$ cat src/rtl/slurm16_reset_seq_if.sv
// Reset-sequencer control/status bundle: CPU/watchdog requests in, staged resets and status out.
// The master drives requests and the slave (the sequencer) drives resets, ready and cause.
interface slurm16_reset_seq_if #(
    parameter int N_CH = 3
);
    logic            swrst_req;
    logic            wdt_en;
    logic            wdt_kick;
    logic [N_CH-1:0] RSTb_out;
    logic            ready;
    logic [1:0]      cause;

    modport master (
        output swrst_req, wdt_en, wdt_kick,
        input  RSTb_out, ready, cause
    );

    modport slave (
        input  swrst_req, wdt_en, wdt_kick,
        output RSTb_out, ready, cause
    );
endinterface

$ cat src/rtl/slurm16_reset_seq.sv
// SLURM16 reset sequencer: holds all domains, releases channels in order, then supervises
// software reset and watchdog requests, recording the cause of the most recent reset.
module slurm16_reset_seq #(
    parameter int N_CH         = 3,
    parameter int HOLD_CYCLES  = 10000,
    parameter int STAGE_CYCLES = 16,
    parameter int WDT_CYCLES   = 6000000
) (
    input  logic                clk,
    input  logic                rst,
    slurm16_reset_seq_if.slave  bus
);
    localparam int HOLD_W  = $clog2(HOLD_CYCLES) + 1;
    localparam int STAGE_W = $clog2(STAGE_CYCLES) + 1;
    localparam int WDT_W   = $clog2(WDT_CYCLES) + 1;

    localparam logic [1:0] CAUSE_EXT = 2'd0;
    localparam logic [1:0] CAUSE_SW  = 2'd1;
    localparam logic [1:0] CAUSE_WDT = 2'd2;

    typedef enum logic [1:0] {
        ST_HOLD  = 2'd0,
        ST_STAGE = 2'd1,
        ST_RUN   = 2'd2
    } state_e;

    state_e               state_q, state_d;
    logic [HOLD_W-1:0]    hold_q, hold_d;
    logic [STAGE_W-1:0]   stage_q, stage_d;
    logic [WDT_W-1:0]     wdt_q, wdt_d;
    logic [N_CH-1:0]      rstb_q, rstb_d;
    logic                 ready_q, ready_d;
    logic [1:0]           cause_q, cause_d;
    logic                 wdt_timeout;

    // A kick on the would-be timeout cycle suppresses the timeout.
    assign wdt_timeout = (state_q == ST_RUN) && bus.wdt_en && !bus.wdt_kick &&
                         (wdt_q == WDT_W'(WDT_CYCLES - 1));

    always_comb begin
        // NOTE: every variable gets a default before any branch, so no path can infer a latch.
        state_d = state_q;
        hold_d  = hold_q;
        stage_d = stage_q;
        wdt_d   = wdt_q;
        rstb_d  = rstb_q;
        ready_d = ready_q;
        cause_d = cause_q;

        case (state_q)
            ST_HOLD: begin
                if (hold_q == HOLD_W'(HOLD_CYCLES - 1)) begin
                    hold_d  = '0;
                    stage_d = '0;
                    rstb_d  = N_CH'(1);
                    if (&rstb_d) begin
                        state_d = ST_RUN;
                        ready_d = 1'b1;
                    end else begin
                        state_d = ST_STAGE;
                    end
                end else begin
                    hold_d = hold_q + HOLD_W'(1);
                end
            end
            ST_STAGE: begin
                if (stage_q == STAGE_W'(STAGE_CYCLES - 1)) begin
                    stage_d = '0;
                    // Channels release in order, so the reset vector is a thermometer code.
                    rstb_d  = (rstb_q << 1) | N_CH'(1);
                    if (&rstb_d) begin
                        state_d = ST_RUN;
                        ready_d = 1'b1;
                    end
                end else begin
                    stage_d = stage_q + STAGE_W'(1);
                end
            end
            ST_RUN: begin
                if (!bus.wdt_en || bus.wdt_kick) begin
                    wdt_d = '0;
                end else begin
                    wdt_d = wdt_q + WDT_W'(1);
                end
            end
            default: state_d = ST_HOLD;
        endcase

        // Software request outranks the watchdog when both land on the same edge.
        if (bus.swrst_req || wdt_timeout) begin
            cause_d = bus.swrst_req ? CAUSE_SW : CAUSE_WDT;
            state_d = ST_HOLD;
            hold_d  = '0;
            stage_d = '0;
            wdt_d   = '0;
            rstb_d  = '0;
            ready_d = 1'b0;
        end
    end

    always_ff @(posedge clk) begin
        // NOTE: non-blocking assignments keep every register sampling pre-edge values.
        if (rst) begin
            state_q <= ST_HOLD;
            hold_q  <= '0;
            stage_q <= '0;
            wdt_q   <= '0;
            rstb_q  <= '0;
            ready_q <= 1'b0;
            cause_q <= CAUSE_EXT;
        end else begin
            state_q <= state_d;
            hold_q  <= hold_d;
            stage_q <= stage_d;
            wdt_q   <= wdt_d;
            rstb_q  <= rstb_d;
            ready_q <= ready_d;
            cause_q <= cause_d;
        end
    end

    assign bus.RSTb_out = rstb_q;
    assign bus.ready    = ready_q;
    assign bus.cause    = cause_q;
endmodule

$ cat src/flat_wrapper.sv
// flat-port wrapper written by rule: the top's interface ports become plain ports
module slurm16_reset_seq_flat 
#(
    parameter int N_CH         = 3,
    parameter int HOLD_CYCLES  = 10000,
    parameter int STAGE_CYCLES = 16,
    parameter int WDT_CYCLES   = 6000000
)
  (clk, rst, bus_swrst_req, bus_wdt_en, bus_wdt_kick, bus_RSTb_out, bus_ready, bus_cause);
  slurm16_reset_seq_if #(.N_CH(N_CH)) bus_i ();
  input  logic clk;
  input  logic rst;
  input wire logic [$bits(bus_i.swrst_req)-1:0] bus_swrst_req;
  input wire logic [$bits(bus_i.wdt_en)-1:0] bus_wdt_en;
  input wire logic [$bits(bus_i.wdt_kick)-1:0] bus_wdt_kick;
  output wire logic [$bits(bus_i.RSTb_out)-1:0] bus_RSTb_out;
  output wire logic [$bits(bus_i.ready)-1:0] bus_ready;
  output wire logic [$bits(bus_i.cause)-1:0] bus_cause;
  assign bus_i.swrst_req = bus_swrst_req;
  assign bus_i.wdt_en = bus_wdt_en;
  assign bus_i.wdt_kick = bus_wdt_kick;
  assign bus_RSTb_out = bus_i.RSTb_out;
  assign bus_ready = bus_i.ready;
  assign bus_cause = bus_i.cause;
  slurm16_reset_seq #(.N_CH(N_CH), .HOLD_CYCLES(HOLD_CYCLES), .STAGE_CYCLES(STAGE_CYCLES), .WDT_CYCLES(WDT_CYCLES)) u_core (.clk(clk), .rst(rst), .bus(bus_i));
endmodule
$ cat config.mk
export PLATFORM = sky130hd
export DESIGN_NAME = slurm16_reset_seq_flat
export DESIGN_NICKNAME = d
export VERILOG_FILES = /design/src/rtl/slurm16_reset_seq_if.sv /design/src/rtl/slurm16_reset_seq.sv /design/src/flat_wrapper.sv
export SDC_FILE = /design/constraint.sdc
export NUM_CORES = 1
export LEC_CHECK = 0
export ABC_AREA = 1
export CAP_MARGIN = 10
export CORE_ASPECT_RATIO = 0.9
export CORE_MARGIN = 8
export CORE_UTILIZATION = 55
export DETAILED_ROUTE_END_ITERATION = 6
export PLACE_DENSITY = 0.83
export SLEW_MARGIN = 30
export SYNTH_ARGS = -nofsm -noshare
export SYNTH_HDL_FRONTEND = slang
export SYNTH_SLANG_ARGS = --single-unit
$ cat constraint.sdc
create_clock -name clk -period 1.6 [get_ports clk]
set_input_delay 0.32 -clock clk [delete_from_list [all_inputs] [get_ports clk]]
set_output_delay 0.32 -clock clk [all_outputs]
set_load 0.02 [all_outputs]
==> results of run 1 <==
==> routing by layer <==
metal  track usage (%)  vias up  wire length, um
met5                 0        -                0
li1                  -     1563                -
met3              3.79       33              574
met4              5.85        0              257
met2              30.7      168             3840
met1              23.6     1509             3590
==> repair_timing <==
action / CTS / global route
cloned: 0 / 2
setup endpoints to repair: 21 / 52
pin swaps: 3 / 13
resized for setup: 9 / 51
setup buffers: 1 / 4
hold buffers: 0 / 0
==> logic make-up (layout without fill, tap and decap cells) <==
| logic type | Yosys count | after routing | synth area share [%] |
|---|---|---|---|
| compound gates | 60 | 60 | 10.9 |
| xor+xnor | 2 | 2 | 0.596 |
| fa+ha+maj | 3 | 3 | 1.28 |
| flops | 52 | 52 | 35.4 |
| simple gates | 271 | 271 | 42.2 |
| buf+inv | 66 | 117 | 9.58 |
==> cells in the mapped netlist <==
master | instances | area, um^2
sky130_fd_sc_hd__nor3_2 | 1 | 10.0
sky130_fd_sc_hd__xor2_1 | 2 | 17.5
sky130_fd_sc_hd__nor2_1 | 70 | 263
sky130_fd_sc_hd__clkinv_1 | 1 | 3.75
sky130_fd_sc_hd__o21bai_1 | 2 | 15.0
sky130_fd_sc_hd__a21boi_0 | 1 | 7.51
sky130_fd_sc_hd__o21ai_0 | 17 | 85.1
sky130_fd_sc_hd__o22ai_1 | 1 | 6.26
sky130_fd_sc_hd__dfxtp_1 | 52 | 1040
sky130_fd_sc_hd__buf_4 | 1 | 7.51
sky130_fd_sc_hd__a21oi_1 | 33 | 165
sky130_fd_sc_hd__buf_6 | 4 | 45.0
sky130_fd_sc_hd__a31oi_1 | 1 | 6.26
sky130_fd_sc_hd__nor2_4 | 7 | 78.8
sky130_fd_sc_hd__nand3_1 | 44 | 220
sky130_fd_sc_hd__clkbuf_1 | 2 | 7.51
sky130_fd_sc_hd__ha_1 | 3 | 37.5
sky130_fd_sc_hd__nand4_1 | 13 | 81.3
sky130_fd_sc_hd__a22oi_1 | 4 | 30.0
sky130_fd_sc_hd__nand2_1 | 104 | 390
sky130_fd_sc_hd__inv_2 | 3 | 11.3
sky130_fd_sc_hd__or2_2 | 2 | 12.5
sky130_fd_sc_hd__nor3_1 | 12 | 60.1
sky130_fd_sc_hd__inv_1 | 55 | 206
sky130_fd_sc_hd__nand3_2 | 2 | 20.0
sky130_fd_sc_hd__nor2_2 | 7 | 43.8
sky130_fd_sc_hd__nand2_2 | 8 | 50.1
sky130_fd_sc_hd__nand2_4 | 1 | 11.3
sky130_fd_sc_hd__o21ai_1 | 1 | 5.00
==> layout make-up <==
class,instances,share of cell area (%)
timing repair buffer,50,12.5
clock buffer,5,1.88
sequential,52,28.5
clock inverter,3,0.682
inverter,59,6.04
tap,67,2.29
multi-input combinational,336,48.1
==> worst max-delay path: stages (launching register included) <==
cell and delay, ns:
sky130_fd_sc_hd__dfxtp_2 0.37, sky130_fd_sc_hd__ha_4 0.14, sky130_fd_sc_hd__nand2_2 0.06, sky130_fd_sc_hd__inv_2 0.08, sky130_fd_sc_hd__nand2_4 0.06, sky130_fd_sc_hd__nor2_4 0.11, sky130_fd_sc_hd__buf_6 0.10, sky130_fd_sc_hd__nand4_1 0.18
sky130_fd_sc_hd__nand2_4 0.20, sky130_fd_sc_hd__clkbuf_16 0.17, sky130_fd_sc_hd__a21oi_1 0.05
==> state kept, by name, indices dropped and copies added, names as in the netlist <==
| signal | flops |
|---|---|
| u_core.hold_q | 15 |
| u_core.wdt_q | 24 |
| u_core.stage_q | 5 |
| u_core.bus.RSTb_out | 3 |
| u_core.bus.ready | 1 |
| u_core.bus.cause | 2 |
| u_core.state_q | 2 |
==> where the power goes <==
part           switching [mW]  leakage [nW]  internal, mW
Clock                   0.492        0.0452         0.320
Sequential            0.00314         0.422          1.30
Combinational          0.0540         0.975        0.0505
==> through the flow <==
| step | setup WS [ns] | instances | cell area, um^2 |
|---|---|---|---|
| after global routing | -0.0820 | 572 | 3670 |
| after detailed placement | -0.281 | 557 | 3320 |
| after global placement | -0.209 | 557 | 3320 |
| final | -0.0207 | 572 | 3670 |
| after floorplan | 0.150 | 454 | 2940 |
| after CTS | 0.00123 | 566 | 3450 |
==> worst paths after layout <==
path / startpoint / end / slack, ns
max: u_core.wdt_q[0]$_SDFFE_PP0N_ / u_core.wdt_q[12]$_SDFFE_PP0N_ / -0.02
min: u_core.wdt_q[21]$_SDFFE_PP0N_ / u_core.wdt_q[21]$_SDFFE_PP0N_ / 0.49
max reg2reg: u_core.wdt_q[0]$_SDFFE_PP0N_ / u_core.wdt_q[12]$_SDFFE_PP0N_ / -0.02
min reg2reg: u_core.wdt_q[21]$_SDFFE_PP0N_ / u_core.wdt_q[21]$_SDFFE_PP0N_ / 0.49
==> summary.txt, run 1 <==
Power and ir drop
  • Cell Pwr Density: 604 nW/um^2
  • Leakage power summed over all cells: 1.44 nW
  • Power Total: 2.22 mW
  • Max IR drop VDD: 0.735 mV

STA
  • Clock Skews: 0.00458 ns
  • Final hold violation count: 0
  • Final period util: 101%
  • Upper clock frequency limit: 617 MHz
  • Final sum of negative setup slack: -0.106 ns
  • Setup repair after global routing missed its margin: yes
  • Final setup violating endpoints: 9
  • Post-route setup slack: -0.0207 ns
  • Worst-Margin Slew: 0.307 ns
  • Tightest hold margin: 0.487 ns
  • Tightest slew margin relative to the limit: 79.5%
  • Final Max Tran Viols: 0
  • Post-layout min period: 1.62 ns

Floorplan
  • I/O pin total: 11
  • Overall die area: 7940 um^2
  • Die extent in y: 85.4 um
  • Row cnt: 25
  • Width of the chip: 93.1 um
  • Area of the placeable core: 5190 um^2
  • Initial Util: 56.6%

Logic synthesis
  • Post-Syn Nets: 462
  • Mapped Cells: 454
  • Syn. warnings: 0
  • Number of synthesized register bits: 52
  • Synthesized cell area: 2940 um^2
  • Avg Inst Size Synth: 6.47 um^2
  • Distinct cell type count after synthesis: 29
  • Proportion of synthesized chip area in sequential cells: 35.4%

Layout
  • Inserted Diodes: 0
  • Area overhead of the layout relative to synthesis: 24.8%
  • Most common cell after layout, fill and taps aside: sky130_fd_sc_hd__nand2_1
  • Register Area: 1050 um^2
  • Filler Cells Inserted: 387
  • Core Util, Final: 70.7%
  • Top library cells by usage in the layout, fill and taps aside: sky130_fd_sc_hd__nand2_1, sky130_fd_sc_hd__nor2_1, sky130_fd_sc_hd__inv_1
  • Fraction of layout instances using a drive strength above 1: 22.8%
  • Number of nets in the layout: 512
  • Total area of multi-input combinational cells: 1760 um^2

Routing
  • DRC errors left: 0
  • Via density: 5.72
  • Starting DRT DRC Count: 294
  • ANT nets after route: 0
  • Wirelength per Cell: 14.4 um
  • Routed wire length: 8260 um
  • TritonRoute pass-1 iters: 6
  • Via count: 3273

Clocking
  • TritonCTS clock tree: built
  • Number of buffers created by CTS: 5
  • Total clock sinks: 52
  • Clock Pin Slew Worst Setup and Hold Paths: 0.10 ns
  • Maximum level of the CTS H-tree: 2
  • Clock Latency Late Sink: 0.32 ns
  • Root cell of the clock tree: sky130_fd_sc_hd__clkbuf_8
  • CTS max path bufs: 2

Worst setup path
  • Crit path arrival time: 1.83 ns
  • Critical path launch point type: register
  • Critical-path maximum fanout: 7
  • Data required, critical path: 1.81 ns
  • Crit Path Class: reg2reg
  • Critical path endpoint category: register
  • Logic depth of the worst register-to-register path: 10

Placement
  • IO buf count: 10
  • Post-detailed-placement half-perimeter wirelength: 5140 um
  • Placer Congestion: 0.912

Global route
  • Initial antenna violation count: 0
  • Pin count of the biggest net entering global routing: 19
  • Via count of the first global-routing pass: 2838
  • GRT overflow: 0
  • Total Routing Usage GR: 18.6%
  • First-pass GRT wire length: 12300 um

Hold path
  • Hold Path Stages: 2
  • Min-delay worst type: reg2reg

Outcome
  • Run status: finished with violations
  • Failing checks: negative setup slack

Job
  • Max-cap violation count: 0
Power figures use the tool's default switching activity.
==> run 2, diff against run 1 <==
- CAP_MARGIN: 10 -> 25
- clock period: 1.6 -> 1.85 ns (I/O delays scaled with it)
==> summary.txt, run 2 (synthesized netlist as in run 1, its figures left out) <==
Outcome
  • Run status: finished, final reports clean

STA
  • Final period util: 94.5% (-6.8 points)
  • Final setup violating endpoints: 0 (-9)
  • Clock Skews: 0.00824 ns (+0.00366 ns)
  • Upper clock frequency limit: 572 MHz (-7.3%)
  • Tightest slew margin relative to the limit: 72.6% (-6.9 points)
  • Final hold violation count: 0 (unchanged)
  • Final Max Tran Viols: 0 (unchanged)
  • Worst-Margin Slew: 0.410 ns (+0.103 ns)
  • Post-layout min period: 1.75 ns (+0.127 ns)
  • Final sum of negative setup slack: 0 ns (+0.106 ns)

Placement
  • Placer Congestion: 0.883 (-3.2%)
  • Post-Place Cells: 538 (-3.4%)
  • Post-detailed-placement half-perimeter wirelength: 4950 um (-3.6%)
  • IO buf count: 10 (unchanged)

Clocking
  • Total clock sinks: 52 (unchanged)
  • Number of buffers created by CTS: 5 (unchanged)
  • Cts-stage hold buffer count: 0 (unchanged)
  • Clock Latency Late Sink: 0.31 ns (about the same)
  • Root cell of the clock tree: sky130_fd_sc_hd__clkbuf_8
  • TritonCTS clock tree: built
  • CTS max path bufs: 2 (unchanged)
  • Clock Pin Slew Worst Setup and Hold Paths: 0.10 ns (about the same)
  • Maximum level of the CTS H-tree: 2 (unchanged)

Job
  • Max-cap violation count: 0 (unchanged)

Layout
  • Filler Cells Inserted: 479 (+24%)
  • Inserted Diodes: 0 (unchanged)
  • Fraction of layout instances using a drive strength above 1: 11.8% (-11 points)
  • Core Util, Final: 64.3% (-6.4 points)
  • Leading registers by flop count: u_core.wdt_q (24), u_core.hold_q (15), u_core.stage_q (5)
  • Most common cell after layout, fill and taps aside: sky130_fd_sc_hd__nand2_1
  • Top library cells by usage in the layout, fill and taps aside: sky130_fd_sc_hd__nand2_1, sky130_fd_sc_hd__nor2_1, sky130_fd_sc_hd__inv_1
  • Flip-flop count of the largest register, all copies and words added: 24 (unchanged)
  • Final cell count without fillers: 549 (-4.0%)
  • Area overhead of the layout relative to synthesis: 13.6%
  • Number of nets in the layout: 489 (-4.5%)
  • Largest reg by FF count: u_core.wdt_q

Global route
  • Total Routing Usage GR: 18.0% (-0.66 points)
  • Via count of the first global-routing pass: 2673 (-5.8%)
  • GRT overflow: 0 (unchanged)
  • Pin count of the biggest net entering global routing: 18 (-1)
  • Initial antenna violation count: 0 (unchanged)
  • First-pass GRT wire length: 11900 um (-2.8%)

Routing
  • TritonRoute pass-1 iters: 5 (-1)
  • DRC errors left: 0 (unchanged)
  • Via count: 3012 (-8.0%)
  • ANT nets after route: 0 (unchanged)
  • Starting DRT DRC Count: 329 (+12%)
  • Routed wire length: 7100 um (-14%)
  • Wirelength per Cell: 12.9 um (-10%)
  • Via density: 5.49 (-4.1%)

Worst setup path
  • Crit path arrival time: 1.97 ns (+0.14 ns)
  • Critical path launch point type: register
  • Critical-path maximum fanout: 8 (+1)
  • Critical path endpoint category: register
  • Crit Path Class: reg2reg
  • Logic depth of the worst register-to-register path: 12 (+2)
  • Data required, critical path: 2.07 ns (+0.26 ns)
  • Critical Path Source: u_core.wdt_q[1]$_SDFFE_PP0N_
  • Worst r2r src: u_core.wdt_q[1]$_SDFFE_PP0N_

Floorplan
  • Width of the chip: 93.1 um (unchanged)
  • Initial Util: 56.6% (unchanged)
  • Die extent in y: 85.4 um (unchanged)
  • I/O pin total: 11 (unchanged)
  • Overall die area: 7940 um^2 (unchanged)
  • Row cnt: 25 (unchanged)
  • Area of the placeable core: 5190 um^2 (unchanged)

Hold path
  • Min-delay worst type: reg2reg
  • Beginning of the worst hold path: u_core.bus.ready$_SDFFE_PP0P_
  • Hold Path Stages: 2 (unchanged)

Power and ir drop
  • Leakage power summed over all cells: 1.26 nW (-13%)
  • Cell Pwr Density: 612 nW/um^2 (+1.3%)
  • Max IR drop VDD: 0.476 mV (-35%)
==> run 2: changes by cell type in the layout (fill, tap and decap cells not counted), moves of 6 or more <==
cell	change
sky130_fd_sc_hd__clkdlybuf4s50_1	+6
sky130_fd_sc_hd__a21oi_1	+7
sky130_fd_sc_hd__nor2_1	+9
sky130_fd_sc_hd__a21oi_2	-7
sky130_fd_sc_hd__buf_4	-18
==> run 2: report_power, final <==
part / internal (mW) / switching (mW) / leakage [nW]
Clock: 0.443 / 0.406 / 0.0614
Combinational: 0.0344 / 0.0355 / 0.774
Sequential: 1.12 / 0.00273 / 0.420
Total: 1.60 / 0.444 / 1.26
==> run 2: cell type report <==
cell class              instances  area (um^2)  area share (%)
clock buffers                   6         82.6            2.47
clock inverters                 2         38.8            1.16
inverters                      59          221            6.63
multi-input cells             336         1620            48.4
flip-flops and latches         52         1040            31.2
well taps                      67         83.8            2.51
repair buffers                 27          253            7.57
==> run 2: worst paths after layout <==
kind | endpoint | slack (ns)
worst max-delay path | u_core.hold_q[1]$_SDFFE_PP0N_ | 0.10
worst min-delay path | u_core.bus.ready$_SDFFE_PP0P_ | 0.46
worst max register to register | u_core.hold_q[1]$_SDFFE_PP0N_ | 0.10
worst min register to register | u_core.bus.ready$_SDFFE_PP0P_ | 0.46
==> run 2: per-stage QoR <==
step | hold slack (ns) | setup WS (ns) | power (mW) | area (um^2)
floorplan | 0.432 | 0.400 | 1.19 | 2940
global placement | 0.432 | -0.0325 | 1.21 | 3180
detailed placement | 0.443 | -0.0594 | 1.21 | 3180
CTS | 0.456 | 0.0776 | 2.03 | 3300
global route | 0.485 | -0.0303 | 2.09 | 3340
finish | 0.455 | 0.102 | 2.04 | 3340
==> run 2: timing repair <==
action                                  4_1_cts  5_1_grt
buffers inserted                              0        3
resized for setup                             0        1
endpoints found under the setup margin        0        7
==> run 2: per-layer routing <==
metal  GRT usage [%]  wire length [um]  up-vias
met5               0                 0        -
met4            5.12                76        0
met3            3.53               457       10
met2            28.8              3330      119
met1            23.7              3230     1367
li1                -                 -     1516
==> run 2: worst max-delay path, cell delays in order, from the launching register on <==
cell                      delay, ns
sky130_fd_sc_hd__dfxtp_1       0.37
sky130_fd_sc_hd__ha_1          0.18
sky130_fd_sc_hd__nand2_1       0.10
sky130_fd_sc_hd__inv_2         0.10
sky130_fd_sc_hd__nand2_1       0.09
sky130_fd_sc_hd__nor2_2        0.15
sky130_fd_sc_hd__nand2_1       0.11
sky130_fd_sc_hd__nor2_4        0.16
sky130_fd_sc_hd__nor2_4        0.06
sky130_fd_sc_hd__buf_12        0.13
sky130_fd_sc_hd__buf_4         0.13
sky130_fd_sc_hd__nand2_1       0.06
sky130_fd_sc_hd__inv_1         0.03
==> variant 1 (config.mk and constraints of run 1) <==
`HOLD_CYCLES` is set to 10000 in 2 places; all go to 20000.
--- a/src/rtl/slurm16_reset_seq.sv
+++ b/src/rtl/slurm16_reset_seq.sv
@@ -2,7 +2,7 @@
 // software reset and watchdog requests, recording the cause of the most recent reset.
 module slurm16_reset_seq #(
     parameter int N_CH         = 3,
-    parameter int HOLD_CYCLES  = 10000,
+    parameter int HOLD_CYCLES  = 20000,
     parameter int STAGE_CYCLES = 16,
     parameter int WDT_CYCLES   = 6000000
 ) (
--- a/src/flat_wrapper.sv
+++ b/src/flat_wrapper.sv
@@ -2,7 +2,7 @@
 module slurm16_reset_seq_flat 
 #(
     parameter int N_CH         = 3,
-    parameter int HOLD_CYCLES  = 10000,
+    parameter int HOLD_CYCLES  = 20000,
     parameter int STAGE_CYCLES = 16,
     parameter int WDT_CYCLES   = 6000000
 )
Check against the original RTL: no difference found for any inputs over 10 cycles, from zero or initial values and one cycle with rst high; that may be too few to reach the edited logic, so the function may still have changed.
==> variant 1 against run 1 <==
Clock skew rose by 18 ps; sequential cell count rose by 1; power rose by 1.4%; clock power increased by 3.2%; cell area decreased by 0.38%; wire length down 2.9%; worst setup slack gained 75 ps; area after synthesis grew 0.34%.
==> variant 1: results (changes against run 1) <==
share of final-layout standard cells stronger than drive strength 1 19.61% (was 22.77%); run status complete, no violations (was finished, violations left); count of TritonRoute iterations in the first routing pass 5 (was 6); reported leakage power 0.001432 µW (was 0.001442 µW); global-route wire length before repair 13500 µm (was 12280 µm); worst slew margin relative to its limit 75.52% (was 79.49%); WL final 8023 µm (was 8262 µm); clock-net power 838 µW (was 812 µW); clock transition at the registers of the reported paths 120 ps (was 100 ps); Worst R2R Setup Slack 50 ps (was -20 ps); commonest cells in the synthesized netlist 107 x nand2_1, 77 x nor2_1, 53 x dfxtp_1, 48 x inv_1, 46 x nand3_1 (was 104 x nand2_1, 70 x nor2_1, 55 x inv_1, 52 x dfxtp_1, 44 x nand3_1); syn_nets 461 (was 462); cells taking the most area after synthesis dfxtp_1 36%, nand2_1 14%, nor2_1 9.8%, nand3_1 7.8%, inv_1 6.1% (was dfxtp_1 35%, nand2_1 13%, nor2_1 8.9%, nand3_1 7.5%, inv_1 7.0%); crit path from u_core.wdt_q[1] (was u_core.wdt_q[0]); pin count of the biggest net entering global routing 20 (was 19); number of antenna violations at the first check in global routing 0 (unchanged); insertion delay to the later sink of the worst-skew pair 330 ps; maximum fanout along the worst path 5 (was 7); data arrival at the endpoint of the critical path 1760 ps (was 1830 ps); drt via density 5.584 (was 5.722); Yosys cell types 37 (was 29); diode count 0 (unchanged); post-route clock skew 22.37 ps (was 4.579 ps); critical path's top delay family simple AND/OR/NAND/NOR gates (unchanged); slowest stage cell, crit path dfxtp_2 (unchanged); total global routing track utilization 20.61% (was 18.63%); biggest registers after layout u_core.wdt_q x24, u_core.hold_q x16, u_core.stage_q x5 (was u_core.wdt_q x24, u_core.hold_q x15, u_core.stage_q x5); FF/Latch Area 1071 µm² (was 1047 µm²); number of H-tree levels 2 (unchanged); power consumed by combinational cells 84.3 µW (was 104 µW); count of filler cells inserted in the layout 422 (was 387); highest ir drop seen on vdd 0.4448 mV (was 0.7353 mV); Detail Placement HPWL 5862 µm (was 5136 µm); Pwr Density 615.4 nW/µm² (was 604.4 nW/µm²); gp weighted congestion 0.9392 (was 0.9121); switching pwr 556.1 µW (was 548.7 µW); number of nets at the end of the flow 517 (was 512); placed cell areas 3423 µm² (was 3323 µm²); port bufs 10 (unchanged); Slowest Stage Delay on Critical Path 370 ps (about the same); number of design-rule violations left by the first detailed-router iteration 339 (was 294); via count of the first global-routing pass 3059 (was 2838); sequential area share after synthesis 35.98% (was 35.42%)
## variant 1: routing by layer
metal	part of all wire [%]	track usage, %
met2	46	31.27
met1	45	26.58
met4	1.8	9.064
met5	0	0
met3	7.8	5.467
## variant 1: through the flow
step                      cells  setup slack [ps]
after floorplan             453             48.83
after global placement      566            -221.1
after detailed placement    566            -234.7
after CTS                   575             4.518
after global routing        577            -14.88
final                       577             54.04
## variant 1: logic make-up (layout without fill, tap and decap cells)
| kind of cell | count (synthesis) | in the layout | synth area share, % |
|---|---|---|---|
| DFF | 53 | 53 | 35.98 |
| xor gates and xnor gates | 6 | 6 | 1.782 |
| adders and majority gates | 3 | 3 | 1.273 |
| and+or+nand+nor | 277 | 277 | 41.96 |
| AOI/OAI and AO/OA | 56 | 56 | 10.69 |
| buffers and inverters | 58 | 115 | 8.315 |
## variant 1: cell type report
class	instances	area share, %
Clock buffer	5	1.883
Clock inverter	3	0.7874
Inverter	52	5.375
Multi-Input combinational cell	342	47.59
Sequential cell	53	29.31
Tap cell	67	2.294
Timing Repair Buffer	55	12.77
## variant 1: worst min-delay path by stage
| stage | startpoint | end | slack, ps | cells past startpoint |
|---|---|---|---|---|
| floorplan | rst | u_core.bus.cause[0] | 390 | 1 |
| global placement | u_core.stage_q[4] | u_core.stage_q[4] | 440 | 2 |
| detailed placement | u_core.stage_q[4] | u_core.stage_q[4] | 450 | 2 |
| CTS | u_core.stage_q[4] | u_core.stage_q[4] | 470 | 2 |
| global route | u_core.stage_q[4] | u_core.stage_q[4] | 510 | 2 |
| finish | u_core.stage_q[4] | u_core.stage_q[4] | 460 | 2 |
## variant 1: what timing repair did
item / 4_1_cts / 5_1_grt
setup buffers: 1 / 2
endpoints found under the setup margin: 54 / 53
pin swaps: 1 / 7
resized for setup: 14 / 33
==> variant 2 (settings of run 1) <==
Made on the original files. Make the reset (`rst`) asynchronous in one clocked block.
--- a/src/rtl/slurm16_reset_seq.sv
+++ b/src/rtl/slurm16_reset_seq.sv
@@ -98,7 +98,7 @@
         end
     end
 
-    always_ff @(posedge clk) begin
+    always_ff @(posedge clk or posedge rst) begin
         // NOTE: non-blocking assignments keep every register sampling pre-edge values.
         if (rst) begin
             state_q <= ST_HOLD;
Formal check against the unedited RTL: differs if rst is asserted again (counterexample within 4 cycles, from zero or initial values and one cycle with rst high); with rst held inactive, the same outputs for 10 cycles.
==> variant 2 against run 1 <==
Synthesized cell count is 0.88% lower; maximum frequency up 2.0%; wire length is 5.9% lower; cell area is 3.1% higher; final cell count fell by 0.35%; area after synthesis rose by 7.3%; sequential cell count did not move; power rose by 0.33%; worst setup slack improved by 31 ps; largest cell class unchanged; highest routed layer unchanged.
==> variant 2: results (changes against run 1) <==
commonest cells in the synthesized netlist 135 x nand2_1, 69 x nor2_1, 61 x inv_1, 52 x dfrtp_1, 35 x nand3_1 (was 104 x nand2_1, 70 x nor2_1, 55 x inv_1, 52 x dfxtp_1, 44 x nand3_1); Detail Placement HPWL 5405 µm (was 5136 µm); port bufs 10 (unchanged); syn_nets 458 (was 462); startpoint of the lowest-slack register-to-register path u_core.wdt_q[3] (was u_core.wdt_q[0]); gp weighted congestion 0.9181 (was 0.9121); number of nets at the end of the flow 507 (was 512); Worst R2R Setup Slack 10 ps (was -20 ps); Async S/R FF share, synth 100.0% (was 0%); insertion delay to the later sink of the worst-skew pair 320 ps (about the same); number of design-rule violations left by the first detailed-router iteration 228 (was 294); class of the most critical hold timing path in2async (was reg2reg); warning count from the yosys run 0 (unchanged); count of filler cells inserted in the layout 457 (was 387); Slowest Stage Delay on Critical Path 460 ps (was 370 ps); pin count of the biggest net entering global routing 31 (was 19); Reg-to-Reg End u_core.wdt_q[17] (was u_core.wdt_q[12]); arithmetic-cell share of the synthesized area counting full adders, half adders and majority gates 1.190% (was 1.277%); overall via count from detail_route 3060 (was 3273); maximum fanout along the worst path 4 (was 7); global-route wire length before repair 12530 µm (was 12280 µm); run status complete, no violations (was finished, violations left); Yosys cell types 22 (was 29); highest ir drop seen on vdd 0.4785 mV (was 0.7353 mV); area fraction in compound gates after synthesis 7.341% (was 10.90%); worst slew margin relative to its limit 71.79% (was 79.49%); WL final 7775 µm (was 8262 µm); number of cells traversed by the worst register-to-register path 8 (was 10); clock tree buffer depth 2 (unchanged); sequential area share after synthesis 41.27% (was 35.42%); post-route clock skew 7.109 ps (was 4.579 ps); reported leakage power 0.001718 µW (was 0.001442 µW); pre-CTS WS -187.9 ps (was -280.9 ps); Overflow after GRT 0 (unchanged); diode count 0 (unchanged); total global routing track utilization 18.52% (was 18.63%); post-synthesis xor/xnor area fraction 7.222% (was 0.5960%); count of TritonRoute iterations in the first routing pass 5 (was 6); cells taking the most area after synthesis dfrtp_1 41%, nand2_1 16%, nor2_1 8.2%, inv_1 7.3%, xor2_1 6.4% (was dfxtp_1 35%, nand2_1 13%, nor2_1 8.9%, nand3_1 7.5%, inv_1 7.0%); data arrival at the endpoint of the critical path 1850 ps (was 1830 ps); number of antenna violations at the first check in global routing 0 (unchanged); number of CTS-inserted buffers 5 (unchanged); clock transition at the registers of the reported paths 100 ps (about the same); slowest stage cell, crit path dfrtp_1 (was dfxtp_2); share of final-layout standard cells stronger than drive strength 1 17.20% (was 22.77%); via count of the first global-routing pass 2905 (was 2838); root buffer cell clkbuf_8 (unchanged); number of H-tree levels 2 (unchanged); biggest registers after layout u_core.wdt_q x24, u_core.hold_q x15, u_core.stage_q x5 (unchanged); # DRC 0 (unchanged)
## variant 2: changes by cell type in the layout (fill, tap and decap cells not counted), sizes merged, moves of 9 or more
| cell | delta |
|---|---|
| nor3 | -9 |
| nand4 | -9 |
| xor2 | +21 |
| dfrtp | +52 |
| o22ai | +16 |
| nand2 | +28 |
| dfxtp | -52 |
| nor2 | -10 |
| a21oi | -26 |
## variant 2: metrics by stage
step,setup TNS [ps],cells,hold slack [ps],utilization [%],cell area [µm²]
after global routing,-807.4,570,395.8,67.62,3784
after floorplan,0,450,383.1,-,3153
after detailed placement,-6699,552,462.0,62.81,3515
after CTS,0,560,370.6,64.40,3603
after global placement,-4096,552,457.2,62.81,3515
final,0,570,353.1,67.62,3784
## variant 2: worst max-delay path, delay by kind of cell (launching register included)
kind | cells | cell delay, ps
AOI/OAI and AO/OA | 1 | 160
buffers and inverters | 1 | 110
DFF | 1 | 460
and+or+nand+nor | 6 | 790
## variant 2: cells by family after synthesis
group | Yosys count
xor gates and xnor gates | 26
and+or+nand+nor | 261
adders and majority gates | 3
buffers and inverters | 67
DFF | 52
AOI/OAI and AO/OA | 41
## variant 2: repair_timing
| action | CTS | global route |
|---|---|---|
| endpoints found under the setup margin | 9 | 40 |
| hold buffers | 0 | 0 |
| resized for setup | 6 | 35 |
| buffers inserted | 0 | 10 |
| pin swaps | 0 | 15 |
## variant 2: how the worst max path moves through the flow
| stage | from | endpoint | slack (ps) | cells after the start |
|---|---|---|---|---|
| after floorplan | rst | u_core.bus.RSTb_out[0] | 20 | 1 |
| after global placement | bus_wdt_en | u_core.stage_q[3] | -130 | 10 |
| after detailed placement | bus_wdt_en | u_core.stage_q[3] | -190 | 10 |
| after CTS | u_core.bus.cause[1] | bus_cause[1] | 2 | 1 |
| after global routing | u_core.state_q[0] | u_core.stage_q[1] | -60 | 10 |
| final | u_core.wdt_q[3] | u_core.wdt_q[17] | 10 | 8 |
## variant 2: cell type report
cell class                 count  area, µm²  share of cell area, %
multi-input combinational    331       1690                  44.68
timing repair buffer          48      385.4                  10.19
sequential                    52       1301                  34.39
clock inverter                 3      18.77                 0.4960
clock buffer                   5      68.82                  1.819
inverter                      61      231.5                  6.118
tap                           70      87.58                  2.315
## variant 2: power breakdown
part           internal [µW]  switching (µW)  leakage [µW]
logic                   43.7            78.2      0.000953
registers               1320            9.98      0.000717
clock network            306             465     0.0000479
total                   1670             553       0.00172
## variant 2: layer usage
| metal | vias to the layer above | routed length, µm | GRT usage (%) |
|---|---|---|---|
| met3 | 27 | 424 | 4.199 |
| met2 | 105 | 3839 | 31.51 |
| li1 | 1507 | - | - |
| met4 | 0 | 233 | 6.695 |
| met1 | 1421 | 3277 | 22.30 |
| met5 | - | 0 | 0 |
